<file path="config.mk">
export PLATFORM = sky130hd
export DESIGN_NAME = load_store_unit
export DESIGN_NICKNAME = d
export VERILOG_FILES = /design/src/rtl/load_store_unit.sv
export SDC_FILE = /design/constraint.sdc
export NUM_CORES = 1
export LEC_CHECK = 0
export CAP_MARGIN = 0
export CORE_UTILIZATION = 30
export DETAILED_ROUTE_END_ITERATION = 12
export GPL_TIMING_DRIVEN = 0
export HOLD_SLACK_MARGIN = 0.08
export RECOVER_POWER = 25
export SYNTH_ARGS = -nofsm -noshare
export SYNTH_HDL_FRONTEND = slang
export SYNTH_SLANG_ARGS = --single-unit
</file>
<file path="constraint.sdc">
create_clock -name clk -period 1.91 [get_ports clk]
set_input_delay 0.382 -clock clk [delete_from_list [all_inputs] [get_ports clk]]
set_output_delay 0.382 -clock clk [all_outputs]
set_load 0.02 [all_outputs]
</file>
<file path="src/rtl/load_store_unit.sv">
// Memory-stage load/store unit: one outstanding req/ready transaction to data memory.
// It returns load data and the destination register to write-back, and stalls the pipeline while busy.
module load_store_unit #(
  parameter int unsigned ADDR_W  = 32,
  parameter int unsigned DATA_W  = 32,
  parameter int unsigned TIMEOUT = 255
) (
  input  logic              clk,
  input  logic              rst,
  input  logic              start,
  input  logic              isLd,
  input  logic              isSt,
  input  logic [ADDR_W-1:0] addr,
  input  logic [DATA_W-1:0] stData,
  input  logic [3:0]        rd,
  output logic              mem_req,
  output logic              mem_we,
  output logic [ADDR_W-1:0] mem_addr,
  output logic [DATA_W-1:0] mem_wdata,
  input  logic [DATA_W-1:0] mem_rdata,
  input  logic              mem_ready,
  output logic              stall,
  output logic              done,
  output logic              wbEn,
  output logic [DATA_W-1:0] ldResult,
  output logic [3:0]        ldRd,
  output logic              err
);

  localparam int unsigned CNT_W = (TIMEOUT < 2) ? 1 : $clog2(TIMEOUT + 1);

  typedef enum logic [1:0] {
    S_IDLE = 2'd0,
    S_REQ  = 2'd1,
    S_DONE = 2'd2
  } state_e;

  state_e              state_q, state_d;
  logic [CNT_W-1:0]    cnt_q, cnt_d;
  logic [ADDR_W-1:0]   addr_q, addr_d;
  logic [DATA_W-1:0]   wdata_q, wdata_d;
  logic [3:0]          rd_q, rd_d;
  logic                is_st_q, is_st_d;
  logic                err_q, err_d;
  logic [DATA_W-1:0]   ld_result_q, ld_result_d;
  logic [3:0]          ld_rd_q, ld_rd_d;

  // NOTE: every signal written here gets a default first; otherwise a path
  // that skips an assignment infers a latch.
  always_comb begin
    state_d     = state_q;
    cnt_d       = cnt_q;
    addr_d      = addr_q;
    wdata_d     = wdata_q;
    rd_d        = rd_q;
    is_st_d     = is_st_q;
    err_d       = 1'b0;
    ld_result_d = ld_result_q;
    ld_rd_d     = ld_rd_q;

    unique case (state_q)
      S_IDLE: begin
        if (start) begin
          if (isLd && isSt) begin
            err_d = 1'b1;
          end else if (isLd || isSt) begin
            if (addr[1:0] != 2'b00) begin
              err_d = 1'b1;
            end else begin
              addr_d  = addr;
              wdata_d = isSt ? stData : '0;
              rd_d    = rd;
              is_st_d = isSt;
              cnt_d   = '0;
              state_d = S_REQ;
            end
          end
        end
      end
      S_REQ: begin
        if (mem_ready) begin
          if (!is_st_q) begin
            ld_result_d = mem_rdata;
            ld_rd_d     = rd_q;
          end
          cnt_d   = '0;
          state_d = S_DONE;
        end else if (cnt_q == CNT_W'(TIMEOUT - 1)) begin
          // Memory never answered: abandon the request and flag it.
          err_d   = 1'b1;
          cnt_d   = '0;
          state_d = S_IDLE;
        end else begin
          cnt_d = cnt_q + 1'b1;
        end
      end
      S_DONE: begin
        state_d = S_IDLE;
      end
      default: begin
        state_d = S_IDLE;
      end
    endcase
  end

  // NOTE: sequential state uses non-blocking assignments only, so every
  // register samples the pre-edge value of its inputs.
  always_ff @(posedge clk) begin
    if (rst) begin
      state_q     <= S_IDLE;
      cnt_q       <= '0;
      addr_q      <= '0;
      wdata_q     <= '0;
      rd_q        <= '0;
      is_st_q     <= 1'b0;
      err_q       <= 1'b0;
      ld_result_q <= '0;
      ld_rd_q     <= '0;
    end else begin
      state_q     <= state_d;
      cnt_q       <= cnt_d;
      addr_q      <= addr_d;
      wdata_q     <= wdata_d;
      rd_q        <= rd_d;
      is_st_q     <= is_st_d;
      err_q       <= err_d;
      ld_result_q <= ld_result_d;
      ld_rd_q     <= ld_rd_d;
    end
  end

  // Memory-side outputs are forced to zero outside REQ so idle buses stay quiet.
  assign mem_req   = (state_q == S_REQ);
  assign mem_we    = mem_req & is_st_q;
  assign mem_addr  = mem_req ? addr_q  : '0;
  assign mem_wdata = mem_req ? wdata_q : '0;

  assign stall     = (state_q == S_REQ) | (state_q == S_DONE);
  assign done      = (state_q == S_DONE);
  assign wbEn      = done & ~is_st_q;
  assign ldResult  = ld_result_q;
  assign ldRd      = ld_rd_q;
  assign err       = err_q;

endmodule
</file>
# After elaboration in Yosys (flattened, before gate mapping)
# Index checks and enable logic that the tools add are counted.
# op_classes
n_eq_ne,8
n_reduce_logical,9
n_mux,24
n_addsub,1
bitwise_logic,6
# op_table
cell,n
two-way mux 32 bit,3
two-way mux 8 bit,6
case mux 8 bit (2 select lines),1
AND reduction 5 bit,3
two-way mux 2 bit,6
"adder 8 x 1 -> 8 bit, second input constant",1
"equality test 8 bit, second input constant",1
"inequality test 2 bit, second input constant",4
two-way mux 1 bit,6
case mux 2 bit (2 select lines),1
nonzero test 2 bit,2
"inequality test 3 x 1 -> 1 bit, second input constant",1
NOT 1 bit,3
AND reduction 3 bit,1
AND 1 bit,2
"equality test 2 x 1 -> 1 bit, second input constant",1
"equality test 2 bit, second input constant",1
zero test 2 bit,1
case mux 1 bit (2 select lines),1
logical AND 1 bit,1
logical OR 1 bit,1
OR 1 bit,1
# word_totals
reg_bits,116
out_inout_bits,106
elab_cells,57

# Logic depth before layout (Yosys ltp)
# Gate-level depths: netlist of run 1.
# logic_depth
ltp_word,6
ltp_mapped,8
ltp_nobuf,6

# Worst setup path after synthesis of run 1
# No wires, ideal clock.
# synth_path
path_type,flip-flop to output port
start,reg state_q[1]
end,out mem_addr[22]
n_path_buf,2
t_arrival_ns,1.457
path_stages_with_launch,6
setup_slack_ns,0.071
path_cell_list,dfxtp_1 inv_1 ha_1 clkbuf_1 clkbuf_1 and2_1
# synth_between
elab_chain_len,2
# synth_rtl
item,line,text
from (decl),38,"state_e state_q, state_d;"
from (signal assigned),120,state_q <= state_d;
equality test 2 x 1 -> 1 bit,133,assign mem_req = (state_q == S_REQ);
named net mem_req,16,"output logic mem_req,"
two-way mux 32 bit,135,assign mem_addr = mem_req ? addr_q : '0;
to (decl),18,"output logic [ADDR_W-1:0] mem_addr,"
# The timed path passes the listed nets, and every way through them passes these cells.

# Final worst setup path of run 1
# layout_path
start,reg state_q[1]
end,out mem_wdata[20]
# layout_between
elab_chain_len,2
# layout_rtl
item,line,text
equality test 2 x 1 -> 1 bit,133,
two-way mux 32 bit,136,assign mem_wdata = mem_req ? wdata_q : '0;
to (decl),19,"output logic [DATA_W-1:0] mem_wdata,"
# Every way passes these cells.

==> results of run 1 <==
[layout make-up]
class / count / area, um^2 / area share (%)
multi-input combinational: 440 / 2370 / 29.0
sequential: 116 / 2320 / 28.4
timing repair buffer: 230 / 2300 / 28.1
clock buffer: 21 / 470 / 5.75
buffer: 40 / 298 / 3.64
tap: 211 / 264 / 3.23
clock inverter: 10 / 130 / 1.59
inverter: 6 / 25.0 / 0.306
[state kept, by name, indices dropped and copies added (netlist names)]
register and flops:
is_st_q 1, rd_q 4, wdata_q 32, cnt_q 8, state_q 2, addr_q 32, ldRd 4, ldResult 32
err 1
[cells in the mapped netlist, drive strengths merged]
cell	count
nand4	1
o31ai	6
xor2	1
nand3	37
a21o	2
a21boi	1
o21a	1
dfxtp	116
nor3b	2
a21oi	109
clkbuf	37
buf	8
and2	65
o211ai	1
a32oi	1
nand4bb	2
a31oi	1
ha	5
or2	2
nor2b	2
nor3	1
xnor2	2
nor2	8
o21ai	4
nand2b	2
nand2	178
or4	5
a211oi	1
inv	6
[worst paths after layout]
check,from,depth (start not counted),slack (ns),end
min reg2reg,addr_q[20]$_SDFFE_PP0P_,2,0.45,addr_q[20]$_SDFFE_PP0P_
max,state_q[1]$_SDFFE_PP0P_,6,-0.07,mem_wdata[20]
min,isSt,3,0.31,wdata_q[24]$_SDFFE_PP0P_
max reg2reg,state_q[1]$_SDFFE_PP0P_,8,0.04,cnt_q[7]$_SDFFE_PP0P_
[cells in the final DEF, fill, tap and decap left out, types with 2 or more instances in the layout]
cell	count
clkbuf_16	22
buf_8	5
o21ai_0	2
buf_2	13
and2_4	53
nand3_1	37
dfxtp_1	114
o31ai_1	6
inv_1	4
ha_4	2
clkdlybuf4s15_1	2
clkinv_2	5
clkbuf_8	3
xnor2_1	2
dfxtp_2	2
nor3b_1	2
clkbuf_1	16
buf_4	20
or4_1	5
nor2_1	6
nand2_1	178
clkdlybuf4s50_1	141
bufinv_16	3
clkinvlp_4	2
or2_2	2
buf_6	55
o21ai_1	2
and2_1	12
ha_1	2
nor2b_1	2
a21oi_1	108
clkbuf_2	13
[per-stage QoR]
stage / TNS [ns] / hold slack (ns) / setup WS (ns) / instances
floorplan: 0 / 0.427 / 0.0711 / 607
global placement: -89.33 / 0.434 / -0.923 / 1028
detailed placement: -96.00 / 0.440 / -0.978 / 1028
CTS: -5.38 / 0.293 / -0.115 / 1063
global route: -4.14 / 0.317 / -0.119 / 1074
finish: -1.71 / 0.307 / -0.0702 / 1074
[worst max-delay path, stage by stage (launching register included)]
cell and delay, ns:
dfxtp_2 0.35, inv_4 0.04, ha_4 0.18, clkbuf_16 0.18
clkbuf_16 0.15, and2_4 0.15, buf_6 0.12
[power groups by stage]
stage / Sequential (mW) / Clock (mW) / Combinational [mW]
after floorplan: 2.54 / 0 / 0.170
after global placement: 2.53 / 0 / 0.493
after detailed placement: 2.54 / 0 / 0.499
after CTS: 2.49 / 3.28 / 0.537
after global routing: 2.49 / 3.39 / 0.616
final: 2.49 / 3.22 / 0.568
[cell families (layout without fill, tap and decap cells)]
group	count (synthesis)	in the layout	share of synthesized area, %
adder cells (fa/ha/maj)	5	5	1.33
AND/OR/NAND/NOR	305	305	30.1
XOR/XNOR	3	3	0.559
buffers and inverters	51	307	4.44
AO/OA/AOI/OAI	127	127	14.3
flip-flops	116	116	49.4
[repair_timing]
action,4_1_cts,5_1_grt
gates cloned,0,5
endpoints found under the setup margin,173,138
hold buffers,0,0
pin swaps,3,39
buffers inserted,6,9
resized for setup,376,127
[per-layer routing]
metal / share of wire [%] / track usage, %
met1: 43 / 23.2
met2: 48 / 31.9
met3: 7.3 / 6.78
met4: 1.5 / 7.35
met5: 0 / 0
==> impl_metrics.env, run 1 <==
export IMPL_cp_end_kind="primary output"
export IMPL_areaGrowthSynthToFinish_pct=73.9
export IMPL_ys_warnings_count=0
export IMPL_peakVddDrop_mv=0.605
export IMPL_required_ns=1.53
export IMPL_clock_skew_ns=0.00925
export IMPL_track_usage_pct=19.4
export IMPL_failed_checks="negative setup slack"
export IMPL_cp_max_fo=8
export IMPL_pwr_share_comb_pct=9.1
export IMPL_rows=45
export IMPL_numCtsBuffers=17
export IMPL_maxCapViolations=0
export IMPL_ios=212
export IMPL_clock_path_buffers=2
export IMPL_start_util_pct=30.8
export IMPL_fillers=1458
export IMPL_layout_drive_gt1_share_pct=24.3
export IMPL_maxSlewViolCount=0
export IMPL_status="finished with violations"
export IMPL_grt_pass1_wl_mm=24.0
export IMPL_cp_start_kind="flop"
export IMPL_overflow=0
export IMPL_setup_viol=48
export IMPL_antenna_found_initial=0
export IMPL_cts_root_buf="clkbuf_16"
export IMPL_synth_fp_nets=718
export IMPL_seq_area_frac_synth_pct=49.4
export IMPL_grt_setup_unrepaired="yes"
export IMPL_leakagePower_nw=3.06
export IMPL_totalWireLength_mm=15.8
export IMPL_synth_largest_area_cell="dfxtp_1"
export IMPL_vias=4893
export IMPL_p_sw_share_pct=21.6
export IMPL_numPortBuffers=210
export IMPL_final_area_um2=8180
export IMPL_setup_slack_ns=-0.0702
export IMPL_power_density_nw_per_um2=767
export IMPL_ys_ff_latch=116
export IMPL_syn_area_um2=4700
export IMPL_path_class="reg2out"
export IMPL_cts_tree="yes"
export IMPL_fmax_mhz=505
export IMPL_htreeDepth=4
export IMPL_hold_path_class="in2reg"
export IMPL_diodes=0
export IMPL_relSlewSlack_pct=61.4
export IMPL_synthTopCellsByArea="dfxtp_1 49%, nand2_1 14%, a21oi_1 12%"
export IMPL_die_x_um=127
export IMPL_cts_sinks=116
export IMPL_fin_crit_sh_pct=104
export IMPL_worst_slew_pin_slew_ns=0.579
export IMPL_detail_route_first_pass_iterations=5
export IMPL_fin_crit_ns=1.98
export IMPL_synthCells=607
export IMPL_coreArea_um2=15300
export IMPL_hold_viol=0
export IMPL_via_per_inst=4.56
export IMPL_fin_util_pct=53.6
export IMPL_dpl_hpwl_mm=11.4
export IMPL_postRouteAntennaNets=0
export IMPL_clock_power_share_pct=51.3
export IMPL_total_power_mw=6.28
export IMPL_grt_pass1_vias=4740
export IMPL_grt_max_degree=17
export IMPL_die_area_um2=16200
export IMPL_power_internal_mw=4.92
export IMPL_synth_top_area_share_pct=49.4
export IMPL_pwr_share_seq_pct=39.6
export IMPL_p_sw_mw=1.36
export IMPL_die_y_um=127
export IMPL_crit_arrival_ns=1.60
export IMPL_clk_pin_slew_ns=0.05
export IMPL_drc=0
export IMPL_dpl_cell_area_um2=7070
export IMPL_wl_per_cell_um=14.7
export IMPL_globalplace_congestion=0.801
export IMPL_nets=962
export IMPL_drt_initial_drc_count=220
export IMPL_avgSynthCellArea_um2=7.75
export IMPL_clk_latency_ns=0.41
export IMPL_ys_types=32
Power figures use the tool's default switching activity.
==> inputs of run 2 (changes only) <==
--- a/config.mk
+++ b/config.mk
@@ -7,10 +7,12 @@
 export LEC_CHECK = 0
 export CAP_MARGIN = 0
 export CORE_UTILIZATION = 30
+export CTS_BUF_LIST = sky130_fd_sc_hd__clkbuf_16
 export DETAILED_ROUTE_END_ITERATION = 12
 export GPL_TIMING_DRIVEN = 0
 export HOLD_SLACK_MARGIN = 0.08
 export RECOVER_POWER = 25
+export SETUP_SLACK_MARGIN = 0.4
 export SYNTH_ARGS = -nofsm -noshare
 export SYNTH_HDL_FRONTEND = slang
 export SYNTH_SLANG_ARGS = --single-unit
==> run 2 against run 1 <==
Net effect:
- the flow still finishes with violations (negative setup slack)
- via count grew 6.8%
- critical path type unchanged
- core utilization increased by 5.6 points
- first-iteration DRC count is 3.2% higher
- clock power is 11% lower
- global-route usage grew 0.71 points
- largest power group unchanged
- highest routed layer unchanged
==> impl_metrics.env, run 2 (synthesized netlist as in run 1, its figures left out) <==
export IMPL_numPortBuffers=210
export IMPL_layoutNonFillerInstCount=1105
export IMPL_fin_crit_sh_pct=104
export IMPL_clock_skew_ns=0.00624
export IMPL_diodes=0
export IMPL_clk_pin_slew_ns=0.05
export IMPL_cpMaxStageDelayCell="dfxtp_2"
export IMPL_dpl_cell_area_um2=7170
export IMPL_failed_checks="negative setup slack"
export IMPL_cts_root_buf="clkbuf_16"
export IMPL_setup_slack_ns=-0.0744
export IMPL_cts_sinks=116
export IMPL_grt_pass1_wl_mm=25.1
export IMPL_leakagePower_nw=3.54
export IMPL_die_area_um2=16200
export IMPL_coreArea_um2=15300
export IMPL_vias=5225
export IMPL_wl_per_cell_um=15.6
export IMPL_areaGrowthSynthToFinish_pct=92.0
export IMPL_detail_route_first_pass_iterations=4
export IMPL_antenna_found_initial=0
export IMPL_peakVddDrop_mv=0.642
export IMPL_grt_max_degree=17
export IMPL_cp_start_kind="flop"
export IMPL_rows=45
export IMPL_worst_slew_pin_slew_ns=0.661
export IMPL_dp_cells=1028
export IMPL_via_per_inst=4.73
export IMPL_cp_max_fo=7
export IMPL_drc=0
export IMPL_path_class="reg2out"
export IMPL_track_usage_pct=20.1
export IMPL_hold_viol=0
export IMPL_maxSlewViolCount=0
export IMPL_max_stage_delay_ns=0.34
export IMPL_hold_path_class="in2reg"
export IMPL_die_y_um=127
export IMPL_die_x_um=127
export IMPL_maxCapViolations=0
export IMPL_seqCellArea_um2=2320
export IMPL_numCtsBuffers=17
export IMPL_power_density_nw_per_um2=671
export IMPL_multiInputGateArea_um2=2720
export IMPL_layout_drive_gt1_share_pct=36.0
export IMPL_fmax_mhz=504
export IMPL_total_power_mw=6.06
export IMPL_fin_util_pct=59.2
export IMPL_nets=994
export IMPL_htreeDepth=4
export IMPL_fillers=1354
export IMPL_final_cell_mix="167 x nand2_1, 114 x dfxtp_1, 103 x clkdlybuf4s50_1, 76 x buf_6, 75 x a21oi_1"
export IMPL_hold_ws_ns=0.310
export IMPL_cts_tree="yes"
export IMPL_grt_setup_unrepaired="yes"
export IMPL_start_util_pct=30.8
export IMPL_crit_top_cell="clkbuf_16"
export IMPL_ios=212
export IMPL_drt_initial_drc_count=227
export IMPL_clock_path_buffers=2
export IMPL_postRouteAntennaNets=0
export IMPL_final_common_cell="nand2_1"
export IMPL_cp_end_kind="primary output"
export IMPL_dpl_hpwl_mm=11.3
export IMPL_totalWireLength_mm=17.2
export IMPL_required_ns=1.53
export IMPL_crit_arrival_ns=1.60
export IMPL_status="finished with violations"
export IMPL_crit_chain="inv_2 -> ha_4 -> clkbuf_16 -> clkbuf_16 -> and2_4 -> buf_6"
export IMPL_setup_viol=58
export IMPL_fin_crit_ns=1.98
export IMPL_clk_latency_ns=0.41
export IMPL_grt_pass1_vias=4978
export IMPL_relSlewSlack_pct=55.9
export IMPL_globalplace_congestion=0.759
export IMPL_final_area_um2=9030
export IMPL_overflow=0
run 2: path summary, 6_finish.rpt:
check,start,end,slack [ns],cells past startpoint
max reg2reg,state_q[1]$_SDFFE_PP0P_,cnt_q[3]$_SDFFE_PP0P_,-0.02,8
max,state_q[1]$_SDFFE_PP0P_,mem_wdata[2],-0.07,6
min reg2reg,ldResult[22]$_SDFFE_PP0P_,ldResult[22]$_SDFFE_PP0P_,0.45,2
min,isSt,wdata_q[24]$_SDFFE_PP0P_,0.31,3
run 2: power breakdown:
group          switching, mW  total [mW]  internal (mW)  leakage (nW)
Sequential            0.0241        2.49           2.47         0.938
Clock                   1.04        2.88           1.85         0.275
Combinational          0.294       0.689          0.395          2.33
Total                   1.35        6.06           4.71          3.54
run 2: through the flow:
step,worst slack [ns],TNS [ns]
3_3_place_gp,-0.651,-74.38
6_report,-0.0744,-2.30
5_1_grt,-0.110,-4.71
2_1_floorplan,0.227,0
4_1_cts,-0.141,-4.71
3_5_place_dp,-0.678,-79.56
run 2: worst max-delay path, delay by kind of cell, from the launching register on:
family	cells	cell delay, ns
AND/OR/NAND/NOR	1	0.13
buffers and inverters	4	0.50
flip-flops	1	0.34
adder cells (fa/ha/maj)	1	0.20
run 2: final cells by class:
type | count | share of cell area (%)
Timing Repair Buffer | 257 | 29.5
Sequential cell | 116 | 25.7
Buffer | 45 | 5.57
Clock buffer | 17 | 4.71
Clock inverter | 13 | 1.15
Multi-Input combinational cell | 440 | 30.2
Inverter | 6 | 0.249
Tap cell | 211 | 2.92
run 2: metal layers:
| metal | vias to the layer above | track usage [%] | wire length [um] |
|---|---|---|---|
| li1 | 2557 | - | - |
| met1 | 2451 | 23.4 | 7380 |
| met2 | 179 | 33.8 | 8320 |
| met3 | 38 | 5.70 | 1020 |
| met4 | 0 | 9.94 | 529 |
| met5 | - | 0 | 0 |
run 2: timing repair:
| action | 4_1_cts | 5_1_grt |
|---|---|---|
| gates resized for setup | 496 | 209 |
| pin swaps | 56 | 43 |
| buffers inserted | 16 | 18 |
| endpoints found under the hold margin | 0 | 0 |
| gates cloned | 6 | 7 |
| endpoints found under the setup margin | 222 | 194 |
| hold buffers | 0 | 0 |
==> inputs of run 3 (changes only) <==
--- a/config.mk
+++ b/config.mk
@@ -9,6 +9,7 @@
 export CORE_UTILIZATION = 30
 export CTS_BUF_LIST = sky130_fd_sc_hd__clkbuf_16
 export DETAILED_ROUTE_END_ITERATION = 12
+export GPL_ROUTABILITY_DRIVEN = 0
 export GPL_TIMING_DRIVEN = 0
 export HOLD_SLACK_MARGIN = 0.08
 export RECOVER_POWER = 25
==> results of run 3 <==
No change in the layout: final DEF, timing and power equal those of run 2.
==> patch (settings of run 2) <==
`ADDR_W`: 32 -> 64.
--- a/src/rtl/load_store_unit.sv
+++ b/src/rtl/load_store_unit.sv
@@ -3,3 +3,3 @@
 module load_store_unit #(
-  parameter int unsigned ADDR_W  = 32,
+  parameter int unsigned ADDR_W  = 64,
   parameter int unsigned DATA_W  = 32,
Ports: changed (resized addr and mem_addr); port bits go from 212 to 276. No check against the original RTL was run, so the function may have changed too.
==> patch against run 2 <==
Count of clock-buffer cells in the layout unchanged; utilization up 2.2 points; the flow still finishes with violations (negative setup slack); non-clock buffer count up 102; setup slack worse by 0.10 ns; power up 25%; sequential power up 28%; clock skew up 0.0028 ns; design area up 33%; sequential cell count up 32; wire length up 40%; critical path depth up 1; via count up 28%; synthesized area up 28%.
==> patch: results (changes against run 2) <==
Global-route track usage on met2 - 33.85% (about the same)
Most common library cells after synthesis - nand2_1 (243), dfxtp_1 (148), a21oi_1 (143)
Leakage - 4.450 nW (+26%)
Post-CTS Setup Inserts - 19 (+3)
Compound-gate portion of the synthesized area - 13.92% (-0.33 points)
Dpl cell area - 9273 um2 (+29%)
Final setup vio count - 123 (+110%)
Vias in the first global route - 5,805 (+17%)
Pre-CTS setup slack - -0.5358 ns (+0.1423 ns)
CP arrival - 1.71 ns (+0.11 ns)
Post-synthesis cell type count - 30 (-6.3%)
Failing checks - negative setup slack
Yosys Warn Count - 0 (unchanged)
GRT met1 Usage - 26.51% (+3.1 points)
Layout cells sized above 1 - 43.78% (+7.8 points)
Post-CTS Resized - 707 (+43%)
Via Count - 6,670 (+28%)
Sw Share - 24.30% (+2.0 points)
FMAX - 478.7 MHz (-5.0%)
Initial DRC count - 223 (-1.8%)
Status - finished with violations
Dominant synthesized flop cell - dfxtp_1
Final setup margin - -0.1791 ns (-0.1046 ns)
Clock transition at path regs - 0.06 ns
Post-DP HPWL - 15.10 mm (+34%)
Avg Inst Size Synth - 7.657 um2 (-1.2%)
Gr usage total - 20.88% (+0.79 points)
Placer Congestion - 0.7569 (-0.33%)
Seq/Total Area, Yosys - 49.35% (about the same)
Total power - 7.586 mW (+25%)
Clock net power - 3.47 mW (+20%)
Clk_lat worst skew - 0.43 ns (+0.02 ns)
Skew final - 0.009014 ns (+0.002772 ns)
Fin Setup TNS - -12.78 ns (-10.48 ns)
Logic gate share of total power - 12.3% (+0.9 points)
Hold slack - 0.3445 ns (+0.03450 ns)
Fin cells - 1,423 (+29%)
CTS Buf Count - 17 (unchanged)
First-pass GRT wire length - 32.42 mm (+29%)
Peak VDD IR - 0.5881 mV (-8.4%)
Worst slew margin - 46.32% (-9.6 points)
Dominant cells by area after synthesis - dfxtp_1 (49%), nand2_1 (15%), a21oi_1 (12%)
Met3 GRT Util - 4.132% (-1.6 points)
Final wirelength - 24.09 mm (+40%)
XOR/XNOR Fraction of Synth Area - 0.4377% (-0.12 points)
Reg2Reg Depth - 11 (+3)
Adder and majority gate portion of the synthesized area - 1.042% (-0.29 points)
Synthesized Nets - 927 (+29%)
# port buffers - 273 (+30%)
Fillers - 1,743 (+29%)
Final net count - 1,289 (+30%)
[patch: cell types whose count changed after synthesis, sizes merged, moves of 2 or more]
cell    delta
buf        +3
nand3      -2
dfxtp     +32
nand2     +65
and2      +32
o21ai      +2
a21oi     +34
clkbuf    +13
[patch: worst paths after layout]
kind | start | to
min reg2reg | addr_q[5] | addr_q[5]
max reg2reg | state_q[1] | addr_q[5]
min | isSt | wdata_q[1]
max | state_q[1] | mem_addr[58]
[patch: final cells by class]
class / instances / area [um2] / share of cell area, %
Buffer: 61 / 770.7 / 6.431
Clock buffer: 17 / 425.4 / 3.549
Sequential cell: 148 / 2968 / 24.76
Inverter: 7 / 26.28 / 0.2192
Multi-Input combinational cell: 568 / 3751 / 31.30
Clock inverter: 14 / 180.2 / 1.503
Timing Repair Buffer: 343 / 3532 / 29.47
Tap cell: 265 / 331.6 / 2.766
[patch: routing by layer]
metal / wire [um] / vias up
li1: - / 3269
met1: 10240 / 3172
met2: 11980 / 177
met3: 1027 / 52
met4: 839 / 0
met5: 0 / -
